`config.mk`:
```
export PLATFORM = sky130hd
export DESIGN_NAME = lp_term_ctl_flat
export DESIGN_NICKNAME = d
export VERILOG_FILES = /design/src/rtl/lp_term_ctl_if.sv /design/src/rtl/lp_term_ctl.sv /design/src/flat_wrapper.sv
export SDC_FILE = /design/constraint.sdc
export NUM_CORES = 1
export LEC_CHECK = 0
export CAP_MARGIN = 5
export CELL_PAD_IN_SITES_DETAIL_PLACEMENT = 2
export CELL_PAD_IN_SITES_GLOBAL_PLACEMENT = 2
export CORE_AREA = 2 2 157 159
export DETAILED_ROUTE_END_ITERATION = 16
export DIE_AREA = 0 0 159 161
export HOLD_SLACK_MARGIN = 0.12
export PLACE_DENSITY = 0.82
export SLEW_MARGIN = 20
export SYNTH_ARGS = -nofsm -noshare
export SYNTH_HDL_FRONTEND = slang
export SYNTH_SLANG_ARGS = --single-unit
```
`constraint.sdc`:
```
create_clock -name DSPCLK -period 13.7 [get_ports DSPCLK]
set_clock_uncertainty 0.2 [all_clocks]
set_input_delay 2.74 -clock DSPCLK [delete_from_list [all_inputs] [get_ports DSPCLK]]
set_output_delay 2.74 -clock DSPCLK [all_outputs]
set_load 0.1 [all_outputs]
```
`src/rtl/lp_term_ctl_if.sv`:
```
// Loop-termination controller bus: fetch/DO/count inputs, loop-stack
// handshake, and the jump/status outputs of lp_term_ctl.
//   master : sequencer side (drives fetch, DO, count, loop-stack state)
//   slave  : lp_term_ctl side
interface lp_term_ctl_if #(
  parameter int AW   = 18,
  parameter int CNTW = 14
) ();
  logic            fetch_vld;
  logic [AW-1:0]   PC;
  logic            do_en;
  logic [AW-1:0]   do_end;
  logic [3:0]      do_cond;
  logic [AW-1:0]   do_top;
  logic            sw_pop;
  logic            cnt_push;
  logic [CNTW-1:0] cnt_val;
  logic            cond_true;
  logic [AW+3:0]   TopLP;
  logic            LP_empty;
  logic            LP_full;
  logic [AW+3:0]   LPin;
  logic            PushLP_EN;
  logic            PopLP_EN;
  logic            LPS_CKenb;
  logic [3:0]      cond_sel;
  logic            loop_jmp;
  logic [AW-1:0]   loop_tgt;
  logic [CNTW-1:0] cnt_top;
  logic            CE;
  logic            lp_ovf;
  logic            cnt_ovf;

  modport master (
    output fetch_vld, PC, do_en, do_end, do_cond, do_top, sw_pop,
           cnt_push, cnt_val, cond_true, TopLP, LP_empty, LP_full,
    input  LPin, PushLP_EN, PopLP_EN, LPS_CKenb, cond_sel, loop_jmp,
           loop_tgt, cnt_top, CE, lp_ovf, cnt_ovf
  );

  modport slave (
    input  fetch_vld, PC, do_en, do_end, do_cond, do_top, sw_pop,
           cnt_push, cnt_val, cond_true, TopLP, LP_empty, LP_full,
    output LPin, PushLP_EN, PopLP_EN, LPS_CKenb, cond_sel, loop_jmp,
           loop_tgt, cnt_top, CE, lp_ovf, cnt_ovf
  );
endinterface

```
`src/rtl/lp_term_ctl.sv`:
```
// Loop-termination controller. Pushes DO UNTIL entries onto the external
// loop stack, keeps matching loop-top address and loop-count stacks, and on
// a fetch of the loop end address either jumps back to the loop top or pops.
// Ports:
//   DSPCLK : clock (posedge)
//   T_RST  : asynchronous reset, active-high
//   lp     : lp_term_ctl_if.slave (fetch, DO, count, loop-stack handshake)
module lp_term_ctl #(
  parameter int AW    = 18,
  parameter int CNTW  = 14,
  parameter int DEPTH = 4
) (
  input  logic DSPCLK,
  input  logic T_RST,
  lp_term_ctl_if.slave lp
);
  localparam int PW = $clog2(DEPTH + 1);
  localparam int IW = $clog2(DEPTH);
  localparam logic [3:0]    COND_CE      = 4'hE;
  localparam logic [3:0]    COND_FOREVER = 4'hF;
  localparam logic [PW-1:0] FULL_PTR     = PW'(DEPTH);

  logic [AW-1:0]   tstk [DEPTH];
  logic [CNTW-1:0] cstk [DEPTH];
  logic [PW-1:0]   tsp, csp, cbase;
  logic [IW-1:0]   t_idx, c_idx;

  logic            pend_vld;
  logic [3:0]      pend_cond;
  logic [AW-1:0]   pend_end, pend_top;

  logic [AW+3:0]   lpin_q;
  logic            push_q, pop_q, ckenb_q, jmp_q, lp_ovf_q, cnt_ovf_q;

  logic [3:0]      code;
  logic [AW-1:0]   tgt;
  logic [CNTW-1:0] ctop;
  logic            ce, match, term, exit_pop, jmp, pop_now, ce_pop, dec;
  logic            push_req, pend_load, pend_clr, ovf_set;
  logic [3:0]      push_cond;
  logic [AW-1:0]   push_end, push_top;

  assign t_idx = IW'(tsp - 1'b1);
  assign c_idx = IW'(csp - 1'b1);
  assign tgt   = (tsp != '0) ? tstk[t_idx] : '0;
  assign ctop  = (csp != '0) ? cstk[c_idx] : '0;
  assign ce    = (ctop == CNTW'(1));
  assign code  = lp.TopLP[AW+3:AW];

  always_comb begin
    // TopLP is stale while a push or pop is in flight, so no match then
    match    = lp.fetch_vld & ~lp.LP_empty & (lp.PC == lp.TopLP[AW-1:0])
               & ~push_q & ~pop_q;
    if (code == COND_CE)           term = ce;
    else if (code == COND_FOREVER) term = 1'b0;
    else                           term = lp.cond_true;
    exit_pop = match & term;
    jmp      = match & ~term;
    pop_now  = exit_pop | (lp.sw_pop & ~lp.LP_empty);
    ce_pop   = exit_pop & (code == COND_CE);
    dec      = jmp & (code == COND_CE);
    // count-stack pop is applied before a coincident cnt_push
    cbase    = (ce_pop && csp != '0) ? csp - 1'b1 : csp;

    // A pop takes the cycle; a DO arriving then is parked and issued next cycle
    push_req  = 1'b0;
    pend_load = 1'b0;
    pend_clr  = 1'b0;
    ovf_set   = 1'b0;
    push_cond = lp.do_cond;
    push_end  = lp.do_end;
    push_top  = lp.do_top;
    if (pop_now) begin
      if (lp.do_en) begin
        if (pend_vld) ovf_set   = 1'b1;
        else          pend_load = 1'b1;
      end
    end else if (pend_vld) begin
      pend_clr  = 1'b1;
      push_cond = pend_cond;
      push_end  = pend_end;
      push_top  = pend_top;
      if (lp.LP_full) ovf_set  = 1'b1;
      else            push_req = 1'b1;
      if (lp.do_en)   ovf_set  = 1'b1;
    end else if (lp.do_en) begin
      if (lp.LP_full) ovf_set  = 1'b1;
      else            push_req = 1'b1;
    end
  end

  always_ff @(posedge DSPCLK or posedge T_RST) begin
    if (T_RST) begin
      tsp       <= '0;
      csp       <= '0;
      pend_vld  <= 1'b0;
      pend_cond <= '0;
      pend_end  <= '0;
      pend_top  <= '0;
      lpin_q    <= '0;
      push_q    <= 1'b0;
      pop_q     <= 1'b0;
      ckenb_q   <= 1'b1;
      jmp_q     <= 1'b0;
      lp_ovf_q  <= 1'b0;
      cnt_ovf_q <= 1'b0;
    end else begin
      push_q   <= push_req;
      pop_q    <= pop_now;
      ckenb_q  <= ~(push_req | pop_now);
      jmp_q    <= jmp;
      lp_ovf_q <= lp_ovf_q | ovf_set;
      if (push_req) lpin_q <= {push_cond, push_end};

      if (pend_load) begin
        pend_vld  <= 1'b1;
        pend_cond <= lp.do_cond;
        pend_end  <= lp.do_end;
        pend_top  <= lp.do_top;
      end else if (pend_clr) begin
        pend_vld  <= 1'b0;
      end

      if (push_req && tsp != FULL_PTR) tsp <= tsp + 1'b1;
      else if (pop_now && tsp != '0)   tsp <= tsp - 1'b1;

      if (lp.cnt_push) begin
        if (cbase != FULL_PTR) csp <= cbase + 1'b1;
        else begin
          csp       <= cbase;
          cnt_ovf_q <= 1'b1;
        end
      end else if (ce_pop) begin
        csp <= cbase;
      end
    end
  end

  // Stack storage is qualified by the pointers and needs no reset
  always_ff @(posedge DSPCLK) begin
    if (push_req && tsp != FULL_PTR) tstk[IW'(tsp)] <= push_top;
    if (lp.cnt_push) begin
      if (cbase != FULL_PTR) cstk[IW'(cbase)] <= lp.cnt_val;
    end else if (dec && csp != '0) begin
      cstk[c_idx] <= ctop - 1'b1;
    end
  end

  assign lp.LPin      = lpin_q;
  assign lp.PushLP_EN = push_q;
  assign lp.PopLP_EN  = pop_q;
  assign lp.LPS_CKenb = ckenb_q;
  assign lp.cond_sel  = code;
  assign lp.loop_jmp  = jmp_q;
  assign lp.loop_tgt  = tgt;
  assign lp.cnt_top   = ctop;
  assign lp.CE        = ce;
  assign lp.lp_ovf    = lp_ovf_q;
  assign lp.cnt_ovf   = cnt_ovf_q;
endmodule

```
`src/flat_wrapper.sv`:
```
// flat-port wrapper written by rule: the top's interface ports become plain ports
module lp_term_ctl_flat 
#(
  parameter int AW    = 18,
  parameter int CNTW  = 14,
  parameter int DEPTH = 4
)
  (DSPCLK, T_RST, lp_fetch_vld, lp_PC, lp_do_en, lp_do_end, lp_do_cond, lp_do_top, lp_sw_pop, lp_cnt_push, lp_cnt_val, lp_cond_true, lp_TopLP, lp_LP_empty, lp_LP_full, lp_LPin, lp_PushLP_EN, lp_PopLP_EN, lp_LPS_CKenb, lp_cond_sel, lp_loop_jmp, lp_loop_tgt, lp_cnt_top, lp_CE, lp_lp_ovf, lp_cnt_ovf);
  lp_term_ctl_if #(.AW(AW), .CNTW(CNTW)) lp_i ();
  input  logic DSPCLK;
  input  logic T_RST;
  input wire logic [$bits(lp_i.fetch_vld)-1:0] lp_fetch_vld;
  input wire logic [$bits(lp_i.PC)-1:0] lp_PC;
  input wire logic [$bits(lp_i.do_en)-1:0] lp_do_en;
  input wire logic [$bits(lp_i.do_end)-1:0] lp_do_end;
  input wire logic [$bits(lp_i.do_cond)-1:0] lp_do_cond;
  input wire logic [$bits(lp_i.do_top)-1:0] lp_do_top;
  input wire logic [$bits(lp_i.sw_pop)-1:0] lp_sw_pop;
  input wire logic [$bits(lp_i.cnt_push)-1:0] lp_cnt_push;
  input wire logic [$bits(lp_i.cnt_val)-1:0] lp_cnt_val;
  input wire logic [$bits(lp_i.cond_true)-1:0] lp_cond_true;
  input wire logic [$bits(lp_i.TopLP)-1:0] lp_TopLP;
  input wire logic [$bits(lp_i.LP_empty)-1:0] lp_LP_empty;
  input wire logic [$bits(lp_i.LP_full)-1:0] lp_LP_full;
  output wire logic [$bits(lp_i.LPin)-1:0] lp_LPin;
  output wire logic [$bits(lp_i.PushLP_EN)-1:0] lp_PushLP_EN;
  output wire logic [$bits(lp_i.PopLP_EN)-1:0] lp_PopLP_EN;
  output wire logic [$bits(lp_i.LPS_CKenb)-1:0] lp_LPS_CKenb;
  output wire logic [$bits(lp_i.cond_sel)-1:0] lp_cond_sel;
  output wire logic [$bits(lp_i.loop_jmp)-1:0] lp_loop_jmp;
  output wire logic [$bits(lp_i.loop_tgt)-1:0] lp_loop_tgt;
  output wire logic [$bits(lp_i.cnt_top)-1:0] lp_cnt_top;
  output wire logic [$bits(lp_i.CE)-1:0] lp_CE;
  output wire logic [$bits(lp_i.lp_ovf)-1:0] lp_lp_ovf;
  output wire logic [$bits(lp_i.cnt_ovf)-1:0] lp_cnt_ovf;
  assign lp_i.fetch_vld = lp_fetch_vld;
  assign lp_i.PC = lp_PC;
  assign lp_i.do_en = lp_do_en;
  assign lp_i.do_end = lp_do_end;
  assign lp_i.do_cond = lp_do_cond;
  assign lp_i.do_top = lp_do_top;
  assign lp_i.sw_pop = lp_sw_pop;
  assign lp_i.cnt_push = lp_cnt_push;
  assign lp_i.cnt_val = lp_cnt_val;
  assign lp_i.cond_true = lp_cond_true;
  assign lp_i.TopLP = lp_TopLP;
  assign lp_i.LP_empty = lp_LP_empty;
  assign lp_i.LP_full = lp_LP_full;
  assign lp_LPin = lp_i.LPin;
  assign lp_PushLP_EN = lp_i.PushLP_EN;
  assign lp_PopLP_EN = lp_i.PopLP_EN;
  assign lp_LPS_CKenb = lp_i.LPS_CKenb;
  assign lp_cond_sel = lp_i.cond_sel;
  assign lp_loop_jmp = lp_i.loop_jmp;
  assign lp_loop_tgt = lp_i.loop_tgt;
  assign lp_cnt_top = lp_i.cnt_top;
  assign lp_CE = lp_i.CE;
  assign lp_lp_ovf = lp_i.lp_ovf;
  assign lp_cnt_ovf = lp_i.cnt_ovf;
  lp_term_ctl #(.AW(AW), .CNTW(CNTW), .DEPTH(DEPTH)) u_core (.DSPCLK(DSPCLK), .T_RST(T_RST), .lp(lp_i));
endmodule
```
======== After elaboration in Yosys (flattened, before gate mapping) ========
Memories as Yosys holds them, arrays and structs flattened.
Cells that the tools add are included.
word-level totals
  bits in registers ....................... 75
  bits in writable memories ............... 128
  output and inout port bits .............. 65
  memories ................................ 2
cells by class
  add/subtract/negate cells ............... 5
  eq/ne operators ......................... 6
  muxes and demuxes ....................... 44
  bitwise operators ....................... 18
  reduce and logical (&&, ||, !) cells .... 11
memories
  name         depth  bits a word  read ports  clocked after memory_dff  wr ports  line               RTL
  u_core.tstk  4      18           1           0                         1         lp_term_ctl.sv:23  logic [AW-1:0] tstk [DEPTH];
  u_core.cstk  4      14           1           0                         1         lp_term_ctl.sv:24  logic [CNTW-1:0] cstk [DEPTH];
operator list
  cell                   count
  $mux 18                5
  $mux 1                 28
  $mux 14                2
  $eq 18x18->1           1
  $mux 3                 6
  $eq 14x1->1 const B    1
  $reduce_or 14->1       1
  $sub 14x1->14 const B  1
  $and 1x1->1            9
  $eq 4x4->1 const B     2
  $mux 4                 2
  $add 3x1->3 const B    2
  $ne 3x3->1 const B     2
  $not 1->1              6
  $reduce_bool 2->1      3
  $reduce_bool 3->1      2
  $sub 3x1->3 const B    2
  $logic_and 1x1->1      4
  $or 1x1->1             3
  $mux 2                 1
  $reduce_and 2->1       1

======== Longest topological paths before layout ========
  depth after elaboration ................. 14
  depth in mapped cells ................... 16

======== Worst setup path before layout ========
Ideal clock, no wire load.
  kind .................................... register to output
  start point ............................. register u_core.tsp[0]
  end point ............................... output port lp_loop_tgt[0]
  arrival time ............................ 3,874 ps
  path slack .............................. 6,886 ps
  cell stages (with the launch flop) ...... 8
  cells stage by stage .................... dfrtp_1 > clkbuf_1 > buf_1 > inv_1 > ha_1 > clkbuf_1 > mux4_2 > nor2b_1
between the ends
  cells in the longest elaborated chain, start to end .. 3
RTL lines
  what                    line                RTL
  start, declared         lp_term_ctl.sv:25   logic [PW-1:0] tsp, csp, cbase;
  start signal, assigned  lp_term_ctl.sv:124  if (push_req && tsp != FULL_PTR) tsp <= tsp + 1'b1;
  start signal, assigned  lp_term_ctl.sv:125  else if (pop_now && tsp != '0) tsp <= tsp - 1'b1;
  $sub 3x1->3             -
  $mem_v2 4x18            -
  $mux 18 (*)             lp_term_ctl.sv:45   assign tgt = (tsp != '0) ? tstk[t_idx] : '0;
  end, declared           flat_wrapper.sv:31  output wire logic [$bits(lp_i.loop_tgt)-1:0] lp_loop_tgt;
Mark *: on every way between the ends. The rest lies on a longest branch, timed or not.

======== Worst setup path in the final report ========
  start point ............................. register u_core.csp[0]
  end point ............................... output port lp_CE
between the ends
  cells in the longest elaborated chain, start to end .. 4
RTL lines
  what                    line                RTL
  start, declared         lp_term_ctl.sv:25
  start signal, assigned  lp_term_ctl.sv:128  if (cbase != FULL_PTR) csp <= cbase + 1'b1;
  start signal, assigned  lp_term_ctl.sv:130  csp <= cbase;
  start signal, assigned  lp_term_ctl.sv:134  csp <= cbase;
  $sub 3x1->3             lp_term_ctl.sv:44   assign c_idx = IW'(csp - 1'b1);
  $mem_v2 4x14            -
  $mux 14 (*)             lp_term_ctl.sv:46   assign ctop = (csp != '0) ? cstk[c_idx] : '0;
  $eq 14x1->1 (*)         lp_term_ctl.sv:47   assign ce = (ctop == CNTW'(1));
  end, declared           flat_wrapper.sv:33  output wire logic [$bits(lp_i.CE)-1:0] lp_CE;
Marks and branches as above.

==> results.txt <==
Outcome: finished clean
Ratio of cells with drive above 1 in the final layout: 13.0%
Worst path slowest cell: clkdlybuf4s50_1
Period utilisation layout: 59.2%
Crit path largest cell delay: 1.17 ns
Clock root buffer: clkbuf_16
DR vias: 5910
Final setup TNS: 0 ns
RSZ-0062 raised after global routing: no
Area of the core: 0.0240 sq mm
Clk_lat worst skew: 0.52 ns
Gr usage total: 20.7%
Post-synth EDFFs: 128
Inserted Clock Buffers: 24
Cell leakage power: 4.40 nW
Die extent in x: 159 um
Int Pwr: 1.62 mW
Relative slew slack: 28.4%
TritonCTS Sinks: 203
Die area: 0.0256 sq mm
Pre-Repair DR Iteration Count: 4
Setup slack, reg-to-reg: 7.37 ns
# DRC: 0
Post-synthesis cell area: 0.00916 sq mm
Antenna violations before repair: 3
Cell taking the most area after synthesis: edfxtp_1
Worst vdd ir: 0.185 mV
CP startpoint: u_core.csp[0]
Initial Util: 38.2%
Largest net degree at the start of global routing: 57
Die height: 161 um
Power Density: 263 mW/mm^2
Final wirelength: 26000 um
Avg Synthesized Cell Area: 14.6 sq um
Final Max Tran Viols: 0
Tot Pwr: 3.14 mW
Vias in the first global route: 7009
Sw Share: 48.5%
Async SR Flop Fraction: 36.9%
Minimum clock period: 8.11 ns
Area delta synth->final: 30.4%
Syn_nets: 740
Port Buf Inserts: 167
Area contributors post-synth: edfxtp_1 42%, dfrtp_1 20%, mux4_2 7.9%
Filler instances: 2300
CTS max path bufs: 3
Crit start category: flop
# hold bufs at CTS: 0
Detailed Place HPWL: 18500 um
CTS H-Tree Depth: 1
Most used DFF post-synth: edfxtp_1
Worst Path Arrival: 5.17 ns
Endpoints failing hold: 0
Worst Reg-to-Reg Cells: 10
Post-CTS resize count: 0
First-pass GRT wire length: 40900 um
Detail Route Antenna Nets: 0
Hold Crit Start: u_core.lp.LPin[1]
R2r startpoint: u_core.csp[0]
YS warnings: 0
Gpl congestion: 0.836
NumNets Final: 909
Setup-failing EPs final: 0
Seq cells post-synth: 203
Hold Path Cell Cnt: 2
Std cell rows: 57
WS Path Type: reg -> out
Worst setup EP type: output port
CTS clk-pin slew, worst paths: 0.06 ns
WP data required: 10.76 ns
Syn Inst Count: 627
CTS tree: built
Maxcap violations: 0
Clock network fraction of total power: 20.0%
P_sw: 1.52 mW
Crit path max fanout: 20
Vias per std cell: 5.18
Combinational fraction of design power: 53.4%
Fmax: 0.123 GHz
Hold endpoint: u_core.lp.LPin[1]
Worst-path cell chain: clkinv_1 -> ha_1 -> mux4_2 -> o41ai_1 -> and4_1 -> clkdlybuf4s50_1
Post-CTS Setup Bufs: 0
Distinct cells, synth: 54
DR iter-0 viols: 193
DR WL/cell: 22.8 um
IO Pins: 168
Worst-Margin Slew: 1.07 ns
Reg2reg end: u_core.cstk[0][7]
Sequential Power Share: 26.7%
GR Overflow Total: 0
Worst Hold Class: reg -> reg
Register area share after synthesis: 62.5%
Top cell type's share of synthesized area: 42.0%
==> how the worst max path moves through the flow <==
| stage | slack, ns | cells past startpoint | to |
|---|---|---|---|
| detailed placement | 5.53 | 6 | lp_CE |
| CTS | 4.94 | 6 | lp_CE |
| finish | 5.59 | 6 | lp_CE |
| global placement | 5.85 | 6 | lp_CE |
| global route | 5.19 | 6 | lp_CE |
| floorplan | 6.89 | 7 | lp_loop_tgt[0] |
==> state kept, by name, indices dropped and copies added (netlist names) <==
register	cells
u_core.lp.LPS_CKenb	1
u_core.lp.lp_ovf	1
u_core.pend_top	18
u_core.cstk	56
u_core.tstk	72
u_core.csp	3
u_core.lp.PopLP_EN	1
u_core.lp.cnt_ovf	1
u_core.tsp	3
u_core.lp.LPin	22
u_core.lp.loop_jmp	1
u_core.pend_cond	4
u_core.pend_end	18
u_core.pend_vld	1
u_core.lp.PushLP_EN	1
==> placed cells by master, fill, tap and decap left out, types with 3 or more instances in the layout <==
cell,netlist,routed
nand2_1,58,58
o22ai_1,3,3
mux2_2,18,18
or4_1,3,3
clkbuf_1,18,7
and2_1,7,7
nand4_1,4,4
nor3_1,6,4
o211ai_1,3,3
nor2b_1,20,20
clkinv_2,0,5
ha_1,10,10
o21ai_1,4,3
clkinv_1,1,3
nor2_1,16,16
clkbuf_16,0,24
edfxtp_1,128,128
mux2_1,40,40
xnor2_1,19,19
clkdlybuf4s50_1,0,167
mux2i_1,24,24
nor4_1,3,3
and3_1,3,3
mux4_2,32,32
dfrtp_1,74,73
buf_4,9,9
inv_1,21,20
nand3_1,12,12
xor2_1,13,13
o21ai_0,43,43
==> routing by layer <==
layer / up-vias / part of all wire [%] / GRT usage, %
met1: 3039 / 38 / 22.8
met3: 44 / 4.1 / 3.65
met5: - / 0.046 / 0
met4: 2 / 2.9 / 6.49
met2: 160 / 55 / 40.4
li1: 2665 / - / -
==> per-stage QoR <==
| step | worst slack [ns] | utilization (%) | cells | instance area [sq um] | hold slack (ns) |
|---|---|---|---|---|---|
| after floorplan | 6.89 | - | 627 | 9160 | 0.254 |
| after global placement | 5.85 | 46.5 | 1094 | 11100 | 0.262 |
| after detailed placement | 5.53 | 46.5 | 1094 | 11100 | 0.272 |
| after CTS | 4.94 | 49.8 | 1138 | 11900 | 0.285 |
| after global routing | 5.19 | 49.8 | 1140 | 11900 | 0.302 |
| final | 5.59 | 49.8 | 1140 | 11900 | 0.281 |
==> cell type report <==
class / count / area, sq um / area share (%)
Timing Repair Buffer: 176 / 1740 / 14.6
Clock buffer: 33 / 654 / 5.48
Clock inverter: 11 / 123 / 1.03
Inverter: 22 / 83.8 / 0.702
Sequential cell: 203 / 5720 / 47.9
Multi-Input combinational cell: 369 / 3210 / 26.9
Antenna cell: 2 / 5.00 / 0.0419
Tap cell: 324 / 405 / 3.39
==> cells in the mapped netlist, types with 4 or more instances <==
library cell	instances
nor2_1	16
buf_4	9
dfrtp_1	74
nor3_1	6
nand4_1	4
nor2b_1	20
mux2_2	18
edfxtp_1	128
mux4_2	32
xnor2_1	19
o21ai_1	4
buf_2	4
clkbuf_1	18
o21ai_0	43
ha_1	10
xor2_1	13
nand2_1	58
and2_1	7
mux2_1	40
nand3_1	12
inv_1	21
mux2i_1	24
==> critical path: cells and delay by family (launching register included) <==
family	cells	cell delay [ns]
AO/OA/AOI/OAI	1	0.54
buffers and inverters	2	1.60
multiplexers	1	0.45
AND/OR/NAND/NOR	1	0.38
adder cells (fa/ha/maj)	1	0.93
flip-flops	1	0.74
==> power groups by stage <==
stage | clock network [mW] | logic [mW] | registers [mW]
2_1_floorplan | 0 | 1.18 | 0.906
3_3_place_gp | 0 | 1.62 | 0.836
3_5_place_dp | 0 | 1.68 | 0.849
4_1_cts | 0.640 | 1.69 | 0.839
5_1_grt | 0.663 | 1.76 | 0.852
6_report | 0.626 | 1.67 | 0.837
==> logic make-up (layout without fill, tap and decap cells) <==
logic type      after synthesis  count (layout)  synth area share (%)
other cells                   0               2                     0
mux                         114             114                  17.6
flops                       203             203                  62.5
simple gates                143             143                  7.83
fa+ha+maj                    10              10                  1.37
buf+inv                      55             242                  2.76
xor+xnor                     32              32                  3.06
compound gates               70              70                  4.86
No activity file was read; power rests on OpenSTA's default activity.
